===== config.mk =====
export PLATFORM = sky130hd
export DESIGN_NAME = wave_toggle_seq
export DESIGN_NICKNAME = d
export VERILOG_FILES = /design/src/rtl/wave_pkg.sv /design/src/rtl/wave_len_counter.sv /design/src/rtl/wave_toggle_seq.sv
export SDC_FILE = /design/constraint.sdc
export NUM_CORES = 1
export LEC_CHECK = 0
export ABC_CLOCK_PERIOD_IN_PS = 6350
export BUFFER_PORTS_ARGS = -buffer_cell sky130_fd_sc_hd__buf_4
export CAP_MARGIN = 25
export CORE_ASPECT_RATIO = 1.2
export CORE_MARGIN = 3
export CORE_UTILIZATION = 25
export CTS_BUF_LIST = sky130_fd_sc_hd__clkbuf_16
export CTS_CLUSTER_SIZE = 25
export DETAILED_ROUTE_END_ITERATION = 12
export GPL_TIMING_DRIVEN = 0
export HOLD_SLACK_MARGIN = 0.08
export SLEW_MARGIN = 20
export SYNTH_ARGS = -nofsm -noshare
export SYNTH_HDL_FRONTEND = slang
export SYNTH_SLANG_ARGS = --single-unit

===== constraint.sdc =====
create_clock -name clk -period 6.35 [get_ports clk]
set_input_delay 0.9525 -clock clk [delete_from_list [all_inputs] [get_ports clk]]
set_output_delay 0.9525 -clock clk [all_outputs]
set_load 0.05 [all_outputs]

===== src/rtl/wave_pkg.sv =====
// wave_pkg: shared state encoding, default counter width and length clamp for the toggle sequencer
package wave_pkg;
  localparam int CNT_W_DEF = 8;
  typedef enum logic [1:0] {IDLE, HIGH, LOW, PARK} state_e;
  function automatic int unsigned clamp_len(input int unsigned len);
    return (len == 0) ? 1 : len;
  endfunction
endpackage


===== src/rtl/wave_len_counter.sv =====
// wave_len_counter: loadable down-counter with zero flag, used for phase lengths and burst periods
module wave_len_counter #(
  parameter int W = 8
) (
  input  logic         clk,
  input  logic         reset,
  input  logic         load_i,
  input  logic         dec_i,
  input  logic [W-1:0] val_i,
  output logic         zero_o
);
  logic [W-1:0] cnt_q;
  assign zero_o = cnt_q == '0;
  // load has priority over decrement; async active-low clear
  always_ff @(posedge clk or negedge reset)
    if (!reset) cnt_q <= '0;
    else if (load_i) cnt_q <= val_i;
    else if (dec_i) cnt_q <= cnt_q - W'(1);
endmodule


===== src/rtl/wave_toggle_seq.sv =====
// wave_toggle_seq: toggle-strobe sequencer shaping a downstream TFF into a high/low rectangular wave.
// Optional WAVE_BURST_COUNT_EN adds cfg_burst/done for a fixed number of periods per start.
module wave_toggle_seq
  import wave_pkg::*;
#(
  parameter int CNT_W = CNT_W_DEF
) (
  input  logic             clk,
  input  logic             reset,
  input  logic             start,
  input  logic             stop,
  input  logic             cfg_valid,
  output logic             cfg_ready,
  input  logic [CNT_W-1:0] cfg_high,
  input  logic [CNT_W-1:0] cfg_low,
  output logic             t_out,
  output logic             level,
  output logic             busy
`ifdef WAVE_BURST_COUNT_EN
  ,
  input  logic [CNT_W-1:0] cfg_burst,
  output logic             done
`endif
);
  localparam logic [CNT_W-1:0] ONE = CNT_W'(1);
  state_e state_q, state_d;
  logic t_q, t_d, lvl_q, lvl_nx, pend_q, pend_d;
  logic apply, ld, dec, zero, xfer, burst_end;
  logic [CNT_W-1:0] hi_q, lo_q, phi_q, plo_q, ld_val;
  assign xfer      = cfg_valid & ~pend_q;
  assign lvl_nx    = lvl_q ^ t_q;
  assign pend_d    = xfer | (pend_q & ~apply);
  assign cfg_ready = ~pend_q;
  assign t_out     = t_q;
  assign level     = lvl_q;
  assign busy      = state_q != IDLE;
  wave_len_counter #(.W(CNT_W)) u_len (
    .clk    (clk),
    .reset  (reset),
    .load_i (ld),
    .dec_i  (dec),
    .val_i  (ld_val),
    .zero_o (zero)
  );
  // phase sequencing: each phase entry fires one strobe and loads its length; stop parks q low first
  always_comb begin
    state_d = state_q;
    t_d     = 1'b0;
    ld      = 1'b0;
    dec     = 1'b0;
    apply   = 1'b0;
    ld_val  = hi_q - ONE;
    unique case (state_q)
      IDLE: if (start && !stop) begin
        state_d = HIGH;
        t_d     = 1'b1;
        ld      = 1'b1;
        apply   = pend_q;
        ld_val  = (pend_q ? phi_q : hi_q) - ONE;
      end
      HIGH, LOW: begin
        if (stop) begin
          state_d = lvl_nx ? PARK : IDLE;
          t_d     = lvl_nx;
        end else if (!zero) dec = 1'b1;
        else if (state_q == HIGH) begin
          state_d = LOW;
          t_d     = 1'b1;
          ld      = 1'b1;
          ld_val  = lo_q - ONE;
        end else if (!burst_end) begin
          state_d = HIGH;
          t_d     = 1'b1;
          ld      = 1'b1;
          apply   = pend_q;
          ld_val  = (pend_q ? phi_q : hi_q) - ONE;
        end else state_d = IDLE;
      end
      PARK: state_d = IDLE;
      default: state_d = IDLE;
    endcase
  end
  // state, strobe, TFF shadow and the active/pending length registers
  always_ff @(posedge clk or negedge reset)
    if (!reset) begin
      state_q <= IDLE;
      t_q     <= 1'b0;
      lvl_q   <= 1'b0;
      pend_q  <= 1'b0;
      hi_q    <= ONE;
      lo_q    <= ONE;
      phi_q   <= ONE;
      plo_q   <= ONE;
    end else begin
      state_q <= state_d;
      t_q     <= t_d;
      lvl_q   <= lvl_nx;
      pend_q  <= pend_d;
      if (apply) begin
        hi_q <= phi_q;
        lo_q <= plo_q;
      end
      if (xfer) begin
        phi_q <= CNT_W'(clamp_len(32'(cfg_high)));
        plo_q <= CNT_W'(clamp_len(32'(cfg_low)));
      end
    end
`ifdef WAVE_BURST_COUNT_EN
  logic [CNT_W-1:0] bst_q, pbst_q;
  logic bzero, done_q;
  assign burst_end = (bst_q != '0) && bzero;
  assign done      = done_q;
  wave_len_counter #(.W(CNT_W)) u_burst (
    .clk    (clk),
    .reset  (reset),
    .load_i (ld && (state_q == IDLE || apply)),
    .dec_i  (ld && state_q == LOW && !apply),
    .val_i  ((apply ? pbst_q : bst_q) - ONE),
    .zero_o (bzero)
  );
  // burst length follows the same pending/active path as the phase lengths; done marks natural completion
  always_ff @(posedge clk or negedge reset)
    if (!reset) begin
      bst_q  <= '0;
      pbst_q <= '0;
      done_q <= 1'b0;
    end else begin
      if (apply) bst_q <= pbst_q;
      if (xfer) pbst_q <= cfg_burst;
      done_q <= state_q == LOW && !stop && zero && burst_end;
    end
`else
  assign burst_end = 1'b0;
`endif
endmodule


==> impl_metrics.ini, run 1 <==
[synth]
ys_seq_area_frac = 0.4111
synthesis.nets = 308
synth_cell_type_count = 48
ys_seq_elements = 45
synth.top_cell.area_share = 0.3729
netlist_instances = 277
ys.warnings.count = 0
postSynth.asyncResetShare = 1.000
synth_area_um2 = 2751
syn_avg_cell_area_um2 = 9.933
ys.flop_type = dfrtp_1
yosysTopAreaCell = dfrtp_1
synth-edff-count = 0
ys_top_cells_by_area = dfrtp_1 (37%), mux2_2 (11%), ha_1 (4.5%), xnor2_1 (4.5%), dfstp_2 (3.8%)

[sta]
timing.final.crit_share = 0.4421
relSlewSlack = 0.5727
finalHoldViolCount = 0
setup_slack_ns = 3.543
tightestPinTransition_ns = 0.6342
period_minus_slack_ns = 2.807
drv_slew = 0
finalClockSkew_ns = 0.007049
tns_ns = 0
setup_viol = 0
rsz0062_at_grt = false
fmax_mhz = 356.2

[setup_path]
cp-start-kind = flop
crit_path_max_incr_delay_ns = 0.55
r2r-start = u_len.cnt_q[0]
crit_buf_inv = 2
crit_family = simple AND/OR/NAND/NOR gates
worstPathMaxFanout = 10
r2r_slack_ns = 3.54
timing.rr.end = hi_q[7]
required_ns = 6.53
end_kind = flop
ff2ff_path_depth = 7
critPathArrivalTime_ns = 2.98
crit_path_cell_trace = inv_1 -> ha_1 -> or4b_4 -> or4_4 -> a211oi_4 -> buf_4 -> mux2_1
slowest_stage = or4_4
crit_type = flop to flop

[floorplan]
floorplan.die.height_um = 120.9
core_um2 = 10620
die_area_um2 = 12310
start_util = 0.2591
io_pins = 25
die_w_um = 101.8
rows = 41

[route]
first_iter_violations = 82
wl_um = 6485
wl_per_cell_um = 14.84
ant_nets = 0
num_vias = 2187
vias_per_cell = 5.005
drtPass1Iterations = 4
drc = 0

[final_layout]
nNetsFinal = 338
final_common_cell = dfrtp_1
multi_input_area_um2 = 1526
final_cell_mix = dfrtp_1 (41), mux2_2 (26), buf_4 (24)
seqCellArea_um2 = 1131
nFillCells = 1076
antennaDiodeCount = 0
drive_gt1_frac = 0.2273
area_growth_pct = 18.28

[placement]
port_buffers = 23
dp_hpwl_um = 4978
dp_slack_ns = 3.433
gp_congestion = 0.9178

[clock_tree]
cts_resized = 0
worstSkewPairLatency_ns = 0.29
numClockSinks = 45
postCtsHoldBufs = 0
clock_path_buffers = 2
cts_tree = done
clkTransAtPathRegs_ns = 0.07
h-tree-depth = 2
cts-root-buf = clkbuf_16
numCtsBuffers = 5
postCtsSetupBuffers = 0

[global_routing]
grt_antenna_before_repair = 0
grt_max_degree = 46
grt_pass1_wl_um = 11190
overflow = 0
grt_pass1_vias = 2243
gr-usage-met1 = 0.1432
grt-busiest-layer = met2
use_met3 = 0.01783
use_met2 = 0.1952
grt.total_usage = 0.1128

[run_status]
status = finished, final reports clean

[worst_hold_path]
hold_path_end = plo_q[0]
hold_class = flop to flop
holdPathStages = 2
worstHoldStart = plo_q[0]

[flow_run]
cap_viol_max_count = 0

[pwr]
power_per_cell_area_nw_per_um2 = 511.9
p_leak_nw = 1.360
ir_drop_mv = 0.2900
[per-stage QoR]
| stage | cells | instance area, µm² | total power (W) | utilization | hold slack [ns] |
|---|---|---|---|---|---|
| 4_1_cts | 437 | 3254 | 0.001678 | 0.3065 | 0.4833 |
| 3_3_place_gp | 429 | 3085 | 0.001356 | 0.2906 | 0.4712 |
| 6_report | 437 | 3254 | 0.001666 | 0.3065 | 0.4782 |
| 2_1_floorplan | 277 | 2751 | 0.001159 | - | 0.4444 |
| 5_1_grt | 437 | 3254 | 0.001809 | 0.3065 | 0.5100 |
| 3_5_place_dp | 429 | 3085 | 0.001370 | 0.2906 | 0.4731 |
[worst max-delay path by stage]
stage                              start      end  slack (ns)  cells past startpoint
after floorplan                     stop  hi_q[7]        3.69                      6
after global placement              stop  hi_q[7]        3.43                      6
after detailed placement            stop  hi_q[7]        3.43                      6
after CTS                 u_len.cnt_q[0]  hi_q[7]        3.53                      7
after global routing      u_len.cnt_q[0]  hi_q[7]        3.41                      7
final                     u_len.cnt_q[0]  hi_q[7]        3.54                      7
[routing by layer]
metal | vias up | share of wire
met5 | - | 0
li1 | 1074 | -
met3 | 8 | 0.034
met4 | 0 | 0.016
met1 | 1067 | 0.44
met2 | 38 | 0.51
[worst reg2reg max path: cells and delay by family (launching register included)]
| family | cells | cell delay [ns] |
|---|---|---|
| muxes | 1 | 0.32 |
| AOI/OAI and AO/OA | 1 | 0.35 |
| adders and majority gates | 1 | 0.23 |
| and+or+nand+nor | 2 | 1.04 |
| buffers and inverters | 2 | 0.36 |
| DFF | 1 | 0.41 |
[sequential cells by signal, summed over array words and instances, names as in the netlist]
name	flops
lo_q	8
u_len.cnt_q	8
level	1
hi_q	8
pend_q	1
t_out	1
state_q	2
plo_q	8
phi_q	8
[power breakdown]
group / total, W / leakage, nW / internal (W) / switching, W
registers: 0.000586 / 0.535 / 0.000435 / 0.000151
clock network: 0.000298 / 0.0842 / 0.000186 / 0.000112
logic: 0.000782 / 0.741 / 0.000362 / 0.000420
[Yosys cell counts (4+ instances only)]
library cell  count
xor2_1            4
nor3_1            9
nand2_1          19
or3_1             5
inv_1            14
nor4_1            7
o21ai_0          14
ha_1             10
xnor2_1          14
clkbuf_1          6
or4_1             4
mux2_2           26
dfstp_2           4
a21oi_1          13
nor2_1           21
o31ai_1           5
mux2i_1           7
nand3_1           6
dfrtp_1          41
[logic make-up (layout without fill, tap and decap cells)]
| family | count (synthesis) | after routing | synth area share |
|---|---|---|---|
| simple gates | 91 | 91 | 0.1755 |
| compound gates | 57 | 57 | 0.1405 |
| flops | 45 | 45 | 0.4111 |
| mux | 34 | 34 | 0.1360 |
| buf+inv | 22 | 53 | 0.03411 |
| xor+xnor | 18 | 18 | 0.05730 |
| fa+ha+maj | 10 | 10 | 0.04548 |
[layout make-up]
class / count / share of cell area
multi-input cells: 210 / 0.4690
inverters: 14 / 0.01615
clock buffers: 5 / 0.03845
well taps: 129 / 0.04960
flip-flops and latches: 45 / 0.3476
repair buffers: 23 / 0.05306
clock inverters: 3 / 0.01346
plain buffers: 8 / 0.01269
No activity file was read; power rests on OpenSTA's default activity.
==> run 2: changes to the inputs <==
--- a/config.mk
+++ b/config.mk
@@ -5,7 +5,7 @@
 export SDC_FILE = /design/constraint.sdc
 export NUM_CORES = 1
 export LEC_CHECK = 0
-export ABC_CLOCK_PERIOD_IN_PS = 6350
+export ABC_CLOCK_PERIOD_IN_PS = 2660
 export BUFFER_PORTS_ARGS = -buffer_cell sky130_fd_sc_hd__buf_4
 export CAP_MARGIN = 25
 export CORE_ASPECT_RATIO = 1.2
==> constraint.sdc (replaced) <==
create_clock -name clk -period 2.66 [get_ports clk]
set_input_delay 0.399 -clock clk [delete_from_list [all_inputs] [get_ports clk]]
set_output_delay 0.399 -clock clk [all_outputs]
set_load 0.05 [all_outputs]
==> impl_metrics.ini, run 2 (synthesized netlist as in run 1, its figures left out) <==
[route]
maxUsedRoutingLayer = met4
wl_um = 6567
wl_per_cell_um = 14.76
wl_met3_um = 207
wl_met2_um = 3324
wl_met1_um = 2907
drtPass1Iterations = 4
num_vias = 2215
ant_nets = 0
drc = 0
first_iter_violations = 62
vias_per_cell = 4.978

[clock_tree]
cts_tree = done
worstSkewPairLatency_ns = 0.29
numCtsBuffers = 5
postCtsHoldBufs = 0
clkTransAtPathRegs_ns = 0.07
cts-root-buf = clkbuf_16
numClockSinks = 45
h-tree-depth = 2
clock_path_buffers = 2

[pwr]
finalPower_w = 0.004065
p_leak_nw = 1.400
power_per_cell_area_nw_per_um2 = 1214
ir_drop_mv = 0.6980

[global_routing]
grt_pass1_vias = 2264
grt_max_degree = 46
grt_antenna_before_repair = 0
grt_pass1_wl_um = 11320
grt.total_usage = 0.1145
overflow = 0

[setup_path]
cp-start-kind = flop
crit_family = simple AND/OR/NAND/NOR gates
crit_buf_inv = 3
critPathArrivalTime_ns = 2.78
timing.rr.end = hi_q[5]
end_kind = flop
cp_common_cell = buf_6
crit_type = flop to flop
r2r_slack_ns = 0.05
slowest_stage = or4b_4
crit_path_max_incr_delay_ns = 0.46
crit_path_cell_trace = inv_1 -> ha_4 -> or4b_4 -> or4_4 -> a211oi_4 -> buf_6 -> buf_6 -> mux2_2
required_ns = 2.83
r2r-start = u_len.cnt_q[1]
worstPathMaxFanout = 5
ff2ff_path_depth = 8

[floorplan]
start_util = 0.2591
die_w_um = 101.8
rows = 41
floorplan.die.height_um = 120.9
core_um2 = 10620
io_pins = 25
die_area_um2 = 12310

[placement]
dp_slack_ns = -0.1516
post-place-cells = 429
gp_congestion = 0.9178
dp_hpwl_um = 4978
port_buffers = 23

[worst_hold_path]
hold_class = input pin to async pin

[final_layout]
nNetsFinal = 346
drive_gt1_frac = 0.2627
utilization = 0.3153
area_growth_pct = 21.69
antennaDiodeCount = 0
finalNonFillerCells = 445
final_common_cell = dfrtp_1
final_cell_mix = dfrtp_1 (40), buf_4 (29), mux2_2 (26)

[sta]
finalClockSkew_ns = 0.006782
fmax_mhz = 383.8
rsz0062_at_grt = true
setup_viol = 0
finalHoldViolCount = 0
relSlewSlack = 0.5624
timing.final.crit_share = 0.9795
setup_slack_ns = 0.05457
tightestPinTransition_ns = 0.6514
period_minus_slack_ns = 2.605
drv_slew = 0

[run_status]
status = finished, final reports clean

[flow_run]
cap_viol_max_count = 0
run 2: changes by cell type in the layout (fill, tap and decap cells not counted), sizes merged:
cell and change:
buf +8
run 2: cell type report:
class                           instances  area, µm²
Timing Repair Buffer                   31      234.0
Clock inverter                          3      43.79
Sequential cell                        45       1132
Inverter                               14      52.55
Multi-Input combinational cell        210       1554
Tap cell                              129      161.4
Buffer                                  8      45.04
Clock buffer                            5      125.1
Fill cell                            1077       7271
run 2: routing by layer:
| metal | global-route usage | vias to the layer above |
|---|---|---|
| met3 | 0.01898 | 14 |
| met1 | 0.1439 | 1067 |
| met4 | 0.03491 | 0 |
| met2 | 0.1984 | 39 |
| li1 | - | 1095 |
| met5 | 0 | - |
run 2: per-stage QoR:
stage               hold slack, ns  area [µm²]  setup TNS (ns)
detailed placement          0.4381        3085          -1.506
CTS                         0.1255        3302               0
global placement            0.4368        3085          -1.609
finish                      0.1076        3348               0
floorplan                   0.1034        2751               0
global route                0.1422        3348         -0.1096
run 2: worst max path at each step:
stage                              start       to  cells after the start
after CTS                 u_len.cnt_q[0]  hi_q[5]                      8
after floorplan           u_len.cnt_q[0]  hi_q[7]                      7
after global routing      u_len.cnt_q[0]  hi_q[7]                      8
final                     u_len.cnt_q[1]  hi_q[5]                      8
after global placement    u_len.cnt_q[0]  hi_q[7]                      7
after detailed placement  u_len.cnt_q[0]  hi_q[7]                      7
run 2: timing repair:
action,CTS,global route
pin swaps,2,1
resized for setup,5,4
setup endpoints to repair,11,13
gates cloned,1,0
buffers inserted,4,3
run 2: power by group:
group / switching [W] / total, W / internal, W
logic: 0.00103 / 0.00196 / 0.000933
registers: 0.000351 / 0.00139 / 0.00104
clock network: 0.000267 / 0.000711 / 0.000445
total: 0.00165 / 0.00407 / 0.00242
==> run 3: changes to the inputs <==
--- a/config.mk
+++ b/config.mk
@@ -5,7 +5,7 @@
 export SDC_FILE = /design/constraint.sdc
 export NUM_CORES = 1
 export LEC_CHECK = 0
-export ABC_CLOCK_PERIOD_IN_PS = 2660
+export ABC_CLOCK_PERIOD_IN_PS = 3300
 export BUFFER_PORTS_ARGS = -buffer_cell sky130_fd_sc_hd__buf_4
 export CAP_MARGIN = 25
 export CORE_ASPECT_RATIO = 1.2
@@ -19,4 +19,5 @@
 export SLEW_MARGIN = 20
 export SYNTH_ARGS = -nofsm -noshare
 export SYNTH_HDL_FRONTEND = slang
+export SYNTH_HIERARCHICAL = 1
 export SYNTH_SLANG_ARGS = --single-unit
==> constraint.sdc (replaced) <==
create_clock -name clk -period 3.3 [get_ports clk]
set_input_delay 0.495 -clock clk [delete_from_list [all_inputs] [get_ports clk]]
set_output_delay 0.495 -clock clk [all_outputs]
set_load 0.05 [all_outputs]
==> impl_metrics.ini, run 3 <==
[route]
drc = 0
ant_nets = 0
num_vias = 2081
drtPass1Iterations = 4
first_iter_violations = 55
wl_um = 5909
vias_per_cell = 4.862
wl_per_cell_um = 13.81

[pwr]
p_comb_frac = 0.471
seq_power_share = 0.345
power_per_cell_area_nw_per_um2 = 965.3
p_switching_w = 0.001247
switching_share = 0.3887
p_clk_frac = 0.184
p_leak_nw = 1.414
ir_drop_mv = 0.3882
intPower_w = 0.001962

[synth]
synth_common_cells = dfrtp_1 (41), mux2_2 (30), inv_1 (17), o21ai_0 (17), nand2_1 (16)
synth.top_cell.area_share = 0.3659
ys_top_cells_by_area = dfrtp_1 (37%), mux2_2 (12%), ha_1 (4.5%), dfstp_2 (3.7%), xnor2_1 (3.1%)
postSynth.asyncResetShare = 1.000
yosysTopAreaCell = dfrtp_1
ys.warnings.count = 6
synthesis.nets = 298
ys_seq_elements = 45
synth_cell_type_count = 54
syn_avg_cell_area_um2 = 10.50
ys.flop_type = dfrtp_1
yosysMostFrequentCell = dfrtp_1
netlist_instances = 267
synth-edff-count = 0
synth_area_um2 = 2804
ys_seq_area_frac = 0.4034

[global_routing]
grt_pass1_vias = 2126
grt.total_usage = 0.09975
grt_max_degree = 46
grt_antenna_before_repair = 0
grt_pass1_wl_um = 10010
overflow = 0

[clock_tree]
cts-root-buf = clkbuf_16
numClockSinks = 45
worstSkewPairLatency_ns = 0.29
clkTransAtPathRegs_ns = 0.07
cts_tree = done
postCtsHoldBufs = 0
clock_path_buffers = 2
numCtsBuffers = 5
postCtsSetupBuffers = 0
h-tree-depth = 2

[final_layout]
final_common_cell = dfrtp_1
area_growth_pct = 18.56
nNetsFinal = 329
finalNonFillerCells = 428
antennaDiodeCount = 0
drive_gt1_frac = 0.2843
final_cell_mix = dfrtp_1 (41), mux2_2 (30), buf_4 (29)

[setup_path]
critPathArrivalTime_ns = 3.27
required_ns = 3.48
end_kind = flop
r2r_slack_ns = 0.21
cp-start-kind = flop
crit_type = flop to flop
ff2ff_path_depth = 8
worstPathMaxFanout = 10

[floorplan]
die_w_um = 102.7
floorplan.die.height_um = 122.0
die_area_um2 = 12530
start_util = 0.2615
core_um2 = 10720
io_pins = 25
rows = 41

[run_status]
status = finished, final reports clean

[placement]
gp_congestion = 0.7527
dp_hpwl_um = 4447
port_buffers = 24
post-place-cells = 420

[flow_run]
cap_viol_max_count = 0

[sta]
relSlewSlack = 0.3888
drv_slew = 0
timing.final.crit_share = 0.9364
period_minus_slack_ns = 3.090
finalHoldViolCount = 0
setup_viol = 0
finalClockSkew_ns = 0.009531
fmax_mhz = 323.6
rsz0062_at_grt = false
tightestPinTransition_ns = 0.9099
hold_ws_ns = 0.1949

[worst_hold_path]
hold_class = input pin to async pin
run 3: final timing paths:
path,startpoint,end
max,u_len/cnt_q[3],lo_q[6]
min,reset,state_q[1]
max reg2reg,u_len/cnt_q[3],lo_q[6]
min reg2reg,plo_q[0],plo_q[0]
max in group asynchronous,reset,hi_q[7]
min in group clk,cfg_valid,pend_q
run 3: critical path, cell delays in order (launching register included):
cell and delay, ns:
dfrtp_1 0.43, or4_1 0.60, nor4b_2 0.49, nand3b_1 0.13
a21oi_1 0.41, and3_1 0.22, buf_4 0.19, buf_6 0.17
mux2_2 0.34
run 3: kinds of logic (layout without fill, tap and decap cells):
family / Yosys count / after routing / synth area share
and+or+nand+nor: 78 / 78 / 0.1705
AOI/OAI and AO/OA: 48 / 48 / 0.1178
DFF: 45 / 45 / 0.4034
muxes: 40 / 40 / 0.1571
buffers and inverters: 28 / 60 / 0.05043
xor gates and xnor gates: 18 / 18 / 0.05622
adders and majority gates: 10 / 10 / 0.04462
run 3: final cells by class:
| type | count | area (µm²) |
|---|---|---|
| Fill cell | 1090 | 7397 |
| Multi-Input combinational cell | 194 | 1538 |
| Sequential cell | 45 | 1131 |
| Timing Repair Buffer | 24 | 180.2 |
| Tap cell | 129 | 161.4 |
| Clock buffer | 5 | 125.1 |
| Buffer | 11 | 77.57 |
| Inverter | 17 | 63.81 |
| Clock inverter | 3 | 47.55 |
run 3: per-stage QoR:
stage / setup WS (ns) / utilization / total power [W] / cell area [µm²] / TNS, ns
3_3_place_gp: -0.006078 / 0.2934 / 0.002586 / 3146 / -0.02673
5_1_grt: 0.04507 / 0.3101 / 0.003485 / 3324 / 0
6_report: 0.2098 / 0.3101 / 0.003209 / 3324 / 0
2_1_floorplan: 0.4890 / - / 0.002267 / 2804 / 0
3_5_place_dp: -0.03826 / 0.2934 / 0.002625 / 3146 / -0.2419
4_1_cts: 0.2285 / 0.3101 / 0.003239 / 3324 / 0
run 3: timing repair:
item                                    4_1_cts  5_1_grt
gates resized for setup                       1        0
endpoints found under the hold margin         0        0
endpoints found under the setup margin       11        0
run 3: per-layer routing:
metal	vias up	global-route usage	part of all wire
met3	7	0.01833	0.038
li1	1039	-	-
met2	39	0.1712	0.50
met4	0	0.03281	0.014
met5	-	0	0
met1	996	0.1246	0.45
run 3: power by group through the flow:
stage               Sequential, W  Combinational (W)  Clock [W]
detailed placement        0.00112            0.00151          0
global placement          0.00110            0.00148          0
finish                    0.00111            0.00151   0.000591
CTS                       0.00111            0.00152   0.000608
global route              0.00116            0.00170   0.000628
floorplan                 0.00106            0.00120          0
